[src/rtl/cmp_array.sv]
// ---------------------------------------------------------------------------
// cmp_array -- multi-lane registered magnitude comparator with valid/ready
// handshake and optional saturating statistics counters.
//
// Optional feature macro: CMP_ARRAY_STATS_EN
//   defined   -> eq_count/lt_count/gt_count ports and counters exist;
//                stats_clr clears them synchronously.
//   undefined -> no counter ports or logic; stats_clr is ignored.
//
// Parameters
//   WIDTH      operand width per lane (2..64), default soc_pkg::DATA_WIDTH
//   CHANNELS   number of compare lanes (1..16)
//   CNT_WIDTH  width of each statistics counter
//
// Ports
//   clk, rst_n            clock, asynchronous active-low reset
//   in_valid / in_ready   operand handshake; in_ready = !out_valid || out_ready
//   signed_mode           1: two's complement compare, 0: unsigned
//   a, b                  packed operands, lane i at [i*WIDTH +: WIDTH]
//   out_valid / out_ready result handshake
//   equal, less, greater  per-lane a==b, a<b, a>b (registered)
//   all_equal             AND of all equal bits (registered)
//   stats_clr             synchronous counter clear
//   eq_count/lt_count/gt_count  saturating popcount accumulators (macro only)
// ---------------------------------------------------------------------------
package soc_pkg;
  localparam int unsigned DATA_WIDTH = 32;
endpackage

module cmp_array
  import soc_pkg::*;
#(
  parameter int unsigned WIDTH     = DATA_WIDTH,
  parameter int unsigned CHANNELS  = 4,
  parameter int unsigned CNT_WIDTH = 16
) (
  input  logic                         clk,
  input  logic                         rst_n,
  input  logic                         in_valid,
  output logic                         in_ready,
  input  logic                         signed_mode,
  input  logic [CHANNELS*WIDTH-1:0]    a,
  input  logic [CHANNELS*WIDTH-1:0]    b,
  output logic                         out_valid,
  input  logic                         out_ready,
  output logic [CHANNELS-1:0]          equal,
  output logic [CHANNELS-1:0]          less,
  output logic [CHANNELS-1:0]          greater,
  input  logic                         stats_clr,
`ifdef CMP_ARRAY_STATS_EN
  output logic [CNT_WIDTH-1:0]         eq_count,
  output logic [CNT_WIDTH-1:0]         lt_count,
  output logic [CNT_WIDTH-1:0]         gt_count,
`endif
  output logic                         all_equal
);

  logic                transfer;
  logic [WIDTH-1:0]    bias;
  logic [CHANNELS-1:0] eq_d;
  logic [CHANNELS-1:0] lt_d;
  logic [CHANNELS-1:0] gt_d;

  assign in_ready = !out_valid || out_ready;
  assign transfer = in_valid && in_ready;

  // Flipping the MSB of both operands maps two's complement ordering onto
  // unsigned ordering, so one unsigned comparator serves both modes.
  assign bias = {signed_mode, {(WIDTH-1){1'b0}}};

  for (genvar g = 0; g < CHANNELS; g++) begin : g_lane
    logic [WIDTH-1:0] ka;
    logic [WIDTH-1:0] kb;
    assign ka      = a[g*WIDTH +: WIDTH] ^ bias;
    assign kb      = b[g*WIDTH +: WIDTH] ^ bias;
    assign eq_d[g] = (ka == kb);
    assign lt_d[g] = (ka <  kb);
    assign gt_d[g] = (ka >  kb);
  end

  // Result registers: load on transfer, hold otherwise; out_valid drops only
  // when the consumer takes the result and nothing new arrives.
  always_ff @(posedge clk or negedge rst_n) begin
    if (!rst_n) begin
      out_valid <= 1'b0;
      equal     <= '0;
      less      <= '0;
      greater   <= '0;
      all_equal <= 1'b0;
    end else if (transfer) begin
      out_valid <= 1'b1;
      equal     <= eq_d;
      less      <= lt_d;
      greater   <= gt_d;
      all_equal <= &eq_d;
    end else if (out_ready) begin
      out_valid <= 1'b0;
    end
  end

`ifdef CMP_ARRAY_STATS_EN
  localparam int unsigned PCW = $clog2(CHANNELS + 1);
  localparam int unsigned SW  = ((CNT_WIDTH > PCW) ? CNT_WIDTH : PCW) + 1;
  localparam logic [SW-1:0] CNT_MAX = SW'({CNT_WIDTH{1'b1}});

  function automatic logic [PCW-1:0] popcount(input logic [CHANNELS-1:0] v);
    logic [PCW-1:0] n;
    n = '0;
    for (int unsigned i = 0; i < CHANNELS; i++) begin
      n = n + PCW'(v[i]);
    end
    return n;
  endfunction

  function automatic logic [CNT_WIDTH-1:0] sat_add(input logic [CNT_WIDTH-1:0] c,
                                                   input logic [PCW-1:0]       inc);
    logic [SW-1:0]        s;
    logic [CNT_WIDTH-1:0] r;
    s = SW'(c) + SW'(inc);
    if (s > CNT_MAX) begin
      r = '1;
    end else begin
      r = s[CNT_WIDTH-1:0];
    end
    return r;
  endfunction

  always_ff @(posedge clk or negedge rst_n) begin
    if (!rst_n) begin
      eq_count <= '0;
      lt_count <= '0;
      gt_count <= '0;
    end else if (stats_clr) begin
      eq_count <= '0;
      lt_count <= '0;
      gt_count <= '0;
    end else if (transfer) begin
      eq_count <= sat_add(eq_count, popcount(eq_d));
      lt_count <= sat_add(lt_count, popcount(lt_d));
      gt_count <= sat_add(gt_count, popcount(gt_d));
    end
  end
`else
  logic                stats_clr_unused;
  localparam int unsigned CNT_WIDTH_UNUSED = CNT_WIDTH;
  assign stats_clr_unused = stats_clr;
`endif

endmodule

[config.mk]
export PLATFORM = sky130hd
export DESIGN_NAME = cmp_array
export DESIGN_NICKNAME = d
export VERILOG_FILES = /design/src/rtl/cmp_array.sv
export SDC_FILE = /design/constraint.sdc
export NUM_CORES = 1
export LEC_CHECK = 0
export CAP_MARGIN = 20
export CORE_MARGIN = 2
export CORE_UTILIZATION = 36
export DETAILED_ROUTE_END_ITERATION = 10
export PLACE_DENSITY = 0.89
export SLEW_MARGIN = 20
export SYNTH_ARGS = -nofsm -noshare
export SYNTH_HDL_FRONTEND = slang
export SYNTH_SLANG_ARGS = --single-unit
[constraint.sdc]
create_clock -name clk -period 1.9 [get_ports clk]
set_clock_uncertainty 0.1 [all_clocks]
set_input_delay 0.19 -clock clk [delete_from_list [all_inputs] [get_ports clk]]
set_output_delay 0.19 -clock clk [all_outputs]
set_load 0.005 [all_outputs]
==> results of run 1 <==
-- power groups by stage --
stage / sequential [mW] / combinational (mW) / clock (mW)
2_1_floorplan: 0.365 / 0.549 / 0
3_3_place_gp: 0.367 / 1.38 / 0
3_5_place_dp: 0.368 / 1.42 / 0
4_1_cts: 0.362 / 1.54 / 0.301
5_1_grt: 0.370 / 1.92 / 0.321
6_report: 0.365 / 1.78 / 0.289
-- state kept, by name, indices dropped and copies added, names as in the netlist --
signal	flops
greater	4
equal	4
all_equal	1
less	4
out_valid	1
-- layout make-up --
| type | count | share of cell area, % |
|---|---|---|
| repair buffers | 329 | 39.1 |
| clock buffers | 4 | 0.661 |
| multi-input cells | 370 | 48.3 |
| diodes | 1 | 0.0300 |
| well taps | 136 | 2.04 |
| inverters | 126 | 5.68 |
| flip-flops and latches | 14 | 4.21 |
-- routing by layer --
layer	track usage [%]	part of all wire, %
met4	10.5	5.3
met5	0	0
met1	23.4	33
met2	53.8	53
met3	6.50	8.6
-- stage by stage --
step	cell area, sq um	hold WS (ps)	total power, mW	worst slack (ps)
final	8330	233	2.43	-241
after global routing	8330	279	2.61	-321
after CTS	7620	269	2.20	-241
after detailed placement	7050	365	1.79	-792
after global placement	7050	359	1.74	-750
after floorplan	3850	-206	0.914	-261
-- synth_stat cells, types with 6 or more instances --
cell,count,share of area (%)
nand3_1,8,1.0
nor2_1,23,2.3
nand2_1,31,3.0
o211ai_1,6,1.2
inv_1,126,12
a21oi_1,52,6.8
o21ai_0,21,2.7
a21o_1,16,3.1
ha_1,128,42
dfrtp_1,14,9.1
nand4_1,26,4.2
nor3_1,7,0.91
nor2b_1,6,0.98
-- cell families after synthesis --
logic type | count (synthesis) | synth area share, %
AOI/OAI and AO/OA | 113 | 17.7
xor gates and xnor gates | 8 | 1.83
adders and majority gates | 128 | 41.8
buffers and inverters | 128 | 12.5
DFF | 14 | 9.14
and+or+nand+nor | 121 | 17.0
-- worst reg2reg max path, stage by stage (launching register included) --
cell and delay [ps]:
dfrtp_1 390, nand2b_1 110, nand2_1 110, buf_4 170, a211oi_1 250, o211ai_1 150
nor3_2 200, nor3_1 60
-- worst min-delay path by stage --
| stage | from | to | slack (ps) | cells after the start |
|---|---|---|---|---|
| finish | rst_n | less[2] | 230 | 1 |
| global route | rst_n | less[2] | 280 | 1 |
| CTS | rst_n | less[2] | 270 | 1 |
| detailed placement | less[1] | less[1] | 360 | 1 |
| global placement | equal[2] | equal[2] | 360 | 2 |
| floorplan | rst_n | all_equal | -210 | 0 |
-- what timing repair did --
action	4_1_cts	5_1_grt
setup endpoints to repair	13	13
cloned	0	0
pin swaps	43	67
gates resized for setup	159	164
endpoints found under the hold margin	0	0
buffers inserted	10	7
-- placed cells by master, fill, tap and decap left out, drive strengths merged, types with 2 or more instances in the layout --
master           n
a21o            16
nor2            23
clkdlybuf4s50  140
nor2b            6
nand3            8
a211oi           4
clkbuf           6
xnor2            4
dlygate4sd2     63
nand2b           4
and4             2
ha             128
or3              2
buf             56
a31oi            2
xor2             4
nor3             7
clkdlybuf4s15    3
o21ai           21
a21oi           52
nand2           33
a221oi           4
inv            126
o211ai           6
dfrtp           14
nand4           27
nor4             6
dlymetal6s2s    65
==> results.py, run 1 <==
metrics = {
    "layout": {
        "nFillCells": 606,
        "drive_gt1_share_pct": 26.7,
        "fin_util_pct": 80.7,
        "fin_nets": 1234,
        "seqCellArea_sq_um": 350,
        "multi_input_area_sq_um": 4020,
        "area_growth_pct": 117,
        "instances_no_fill": 980,
    },
    "sta": {
        "finalHoldViolCount": 0,
        "setup_viol": 6,
        "period_share_pct": 113,
        "slew_headroom_pct": 58.2,
        "tightest_slew_ps": 625,
        "setup_slack_ps": -241,
        "finalMaxSlewViolations": 0,
        "fmax_mhz": 467,
        "setup-tns-final_ps": -799,
        "fin_crit_ps": 2140,
        "rsz0062_at_grt": "yes",
    },
    "yosys": {
        "synth_edf_count": 0,
        "synthFlopType": "dfrtp_1",
        "syn_inst": 512,
        "syn_area_per_cell_sq_um": 7.49,
        "synth-async-reset-ratio_pct": 100,
        "ys_types": 40,
        "syn_nets": 902,
        "netlist_area_sq_um": 3830,
        "synth_seq_area_share_pct": 9.14,
        "ys_warn_count": 0,
        "ys_ff_latch": 14,
    },
    "placed_design": {
        "portBuffers": 275,
        "dpl.cell_count": 961,
        "finalWeightedCongestion": 0.901,
        "post-dp-hpwl_microns": 12400,
    },
    "setup_path": {
        "path_common_cell": "buf_4",
        "crit_type": "primary input to flop",
        "crit_chain": "clkdlybuf4s50_1 > ha_4 > nand4_1 > buf_4 > buf_4 > nor2_1 > nand2_1 > o211ai_1 > nor3_2 > a21o_1",
        "crit_cells": 10,
        "critPathBufInv": 3,
        "cp.arrival_ps": 2180,
        "crit_start": "a[16]",
        "required_ps": 1940,
        "critPathLaunchType": "primary input",
        "reg2reg_from": "out_valid",
        "setup.worst_path.end": "less[0]",
        "ff2ff_path_depth": 7,
        "path_delay_family": "buffers and inverters",
        "r2r_end": "greater[0]",
        "max_stage_delay_ps": 570,
        "crit_slowest_cell": "clkdlybuf4s50_1",
        "critical_path.max_fanout": 2,
        "reg2reg_setup_slack_ps": 230,
        "endpoint_kind": "flop",
    },
    "detailed_routing": {
        "drc": 0,
        "drt_wl_total_microns": 18800,
        "antenna_left": 0,
        "post_drt_via_cell_ratio": 5.26,
        "first_pass_iters": 4,
        "drtIter0Drc": 169,
        "vias": 5152,
        "wl_per_cell_microns": 19.2,
    },
    "floorplan": {
        "die_h_microns": 107,
        "ioPinCount": 277,
        "die-area_sq_um": 11500,
        "die_x_microns": 107,
        "rows": 37,
        "start_util_pct": 37.1,
        "core_sq_um": 10300,
    },
    "global_route": {
        "grtUsageTotal_pct": 26.0,
        "antenna_found_initial": 0,
        "first_global_vias": 5374,
        "grt_max_degree": 15,
        "grt_first_pass_wirelength_microns": 23900,
        "overflow": 0,
    },
    "power": {
        "pwr-share-seq_pct": 15.0,
        "leakagePower_nw": 4.39,
        "p_int_mw": 1.55,
        "switchingPower_mw": 0.877,
        "switching_share_pct": 36.1,
        "peakVddDrop_mv": 0.242,
        "p_per_area_nw_per_um2": 292,
        "clockPowerShare_pct": 11.9,
        "combPwrFrac_pct": 73.1,
    },
    "hold_path": {
        "min_path_type": "primary input to asynchronous set/reset pin",
    },
    "cts": {
        "cts_tree": "yes",
        "cts_buffers": 3,
        "cts_hold_repair.buffers": 0,
        "htree_levels": 1,
        "clock-sinks": 14,
        "root_buffer": "clkbuf_8",
        "cts.reportedPaths.clkPinSlew_ps": 60,
        "worstSkewPairLatency_ps": 240,
        "max-clock-path-buffers": 2,
    },
    "run_status": {
        "violations": "negative setup slack",
        "status": "finished, violations left",
    },
    "flow_run": {
        "maxCapViolations": 0,
    },
}
Power figures use the tool's default switching activity.
==> run 2, diff against run 1 <==
--- a/config.mk
+++ b/config.mk
@@ -9,7 +9,7 @@
 export CORE_MARGIN = 2
 export CORE_UTILIZATION = 36
 export DETAILED_ROUTE_END_ITERATION = 10
-export PLACE_DENSITY = 0.89
+export PLACE_DENSITY = 0.91
 export SLEW_MARGIN = 20
 export SYNTH_ARGS = -nofsm -noshare
 export SYNTH_HDL_FRONTEND = slang
==> results.py, run 2 (same netlist as run 1, synthesis figures left out) <==
metrics = {
    "floorplan": {
        "start_util_pct": 37.1,
        "die_x_microns": 107,
        "rows": 37,
        "die_h_microns": 107,
        "ioPinCount": 277,
        "die-area_sq_um": 11500,
        "core_sq_um": 10300,
    },
    "setup_path": {
        "reg2reg_setup_slack_ps": 100,
        "required_ps": 1990,
        "cp.arrival_ps": 2310,
        "critPathLaunchType": "primary input",
        "endpoint_kind": "flop",
        "reg2reg_from": "out_valid",
        "crit_type": "primary input to flop",
        "ff2ff_path_depth": 6,
        "critical_path.max_fanout": 2,
        "r2r_end": "all_equal",
    },
    "global_route": {
        "antenna_found_initial": 0,
        "overflow": 0,
        "grt_max_degree": 15,
        "grtUsageTotal_pct": 27.8,
        "first_global_vias": 5401,
        "grt_first_pass_wirelength_microns": 25300,
    },
    "layout": {
        "fin_util_pct": 80.7,
        "top_regs": "equal: 4 flops, greater: 4 flops, less: 4 flops",
        "mostFrequentLayoutCells": "clkdlybuf4s50_1 (136), dlygate4sd2_1 (75), inv_1 (68), ha_4 (65), ha_1 (63)",
        "final_area_sq_um": 8330,
        "fin_nets": 1237,
        "area_growth_pct": 117,
        "final_common_cell": "clkdlybuf4s50_1",
        "num_antenna_cells": 0,
        "drive_gt1_share_pct": 28.8,
    },
    "sta": {
        "finalHoldViolCount": 0,
        "setup_slack_ps": -320,
        "tightest_slew_ps": 676,
        "rsz0062_at_grt": "yes",
        "finalMaxSlewViolations": 0,
        "slew_headroom_pct": 54.8,
        "period_share_pct": 117,
        "setup_viol": 6,
        "fin_crit_ps": 2220,
        "fmax_mhz": 450,
    },
    "power": {
        "peakVddDrop_mv": 0.259,
        "pwr-share-seq_pct": 14.6,
        "clockPowerShare_pct": 11.7,
        "leakagePower_nw": 4.31,
        "combPwrFrac_pct": 73.8,
        "switching_share_pct": 37.1,
        "p_int_mw": 1.57,
        "p_per_area_nw_per_um2": 299,
        "switchingPower_mw": 0.925,
    },
    "detailed_routing": {
        "drtIter0Drc": 195,
        "first_pass_iters": 4,
        "antenna_left": 0,
        "drt_wl_total_microns": 19900,
        "drc": 0,
        "post_drt_via_cell_ratio": 5.45,
        "wl_per_cell_microns": 20.2,
        "vias": 5355,
    },
    "run_status": {
        "status": "finished, violations left",
        "violations": "negative setup slack",
    },
    "cts": {
        "cts_hold_repair.buffers": 0,
        "cts.reportedPaths.clkPinSlew_ps": 60,
        "max-clock-path-buffers": 2,
        "root_buffer": "clkbuf_8",
        "worstSkewPairLatency_ps": 240,
        "htree_levels": 1,
        "cts_buffers": 3,
        "cts_tree": "yes",
        "clock-sinks": 14,
    },
    "placed_design": {
        "post-dp-hpwl_microns": 12700,
        "portBuffers": 275,
        "pre_cts_ws_ps": -761,
        "placed_cell_area_sq_um": 7080,
        "finalWeightedCongestion": 0.838,
    },
    "flow_run": {
        "maxCapViolations": 0,
    },
    "hold_path": {
        "min_path_type": "primary input to asynchronous set/reset pin",
    },
}
[run 2: how the worst max path moves through the flow]
| stage | from | end |
|---|---|---|
| finish | a[25] | all_equal |
| global route | a[25] | all_equal |
| global placement | signed_mode | all_equal |
| floorplan | signed_mode | all_equal |
| detailed placement | signed_mode | all_equal |
| CTS | signed_mode | all_equal |
[run 2: metrics by stage]
step | cells | hold WS (ps) | TNS, ps | total power [mW]
after global placement | 963 | 360 | -7060 | 1.76
after global routing | 982 | 312 | -1560 | 2.66
after detailed placement | 963 | 365 | -7820 | 1.81
after CTS | 976 | 284 | -858 | 2.25
final | 982 | 256 | -1210 | 2.49
after floorplan | 512 | -206 | -583 | 0.914
[run 2: layout make-up]
cell class | instances | area (sq um)
well taps | 136 | 170
repair buffers | 332 | 3220
fillers | 594 | 1990
flip-flops and latches | 14 | 350
inverters | 126 | 473
multi-input cells | 370 | 4070
clock buffers | 4 | 55.1
[run 2: per-layer routing]
| layer | wire length [microns] | global-route usage (%) | vias to the layer above |
|---|---|---|---|
| li1 | - | - | 2447 |
| met1 | 6060 | 25.8 | 2430 |
| met2 | 10300 | 56.0 | 350 |
| met3 | 1910 | 7.05 | 128 |
| met4 | 1560 | 11.8 | 0 |
| met5 | 0 | 0 | - |
[run 2: repair_timing]
item,in CTS,in global routing
setup buffers,11,9
endpoints found under the hold margin,0,0
gates resized for setup,202,143
pin swaps,66,60
setup endpoints to repair,13,13
[run 2: worst max-delay path: stages]
cell,delay [ps]
clkdlybuf4s50_1,600
ha_4,380
nand4_1,120
nor2_1,170
nand4_1,140
or3_4,380
nor4_2,210
a21o_1,110
[run 2: power groups by stage]
stage / registers, mW / clock network (mW) / logic [mW]
2_1_floorplan: 0.365 / 0 / 0.549
3_3_place_gp: 0.363 / 0 / 1.39
3_5_place_dp: 0.365 / 0 / 1.45
4_1_cts: 0.359 / 0.298 / 1.59
5_1_grt: 0.366 / 0.322 / 1.97
6_report: 0.363 / 0.291 / 1.84
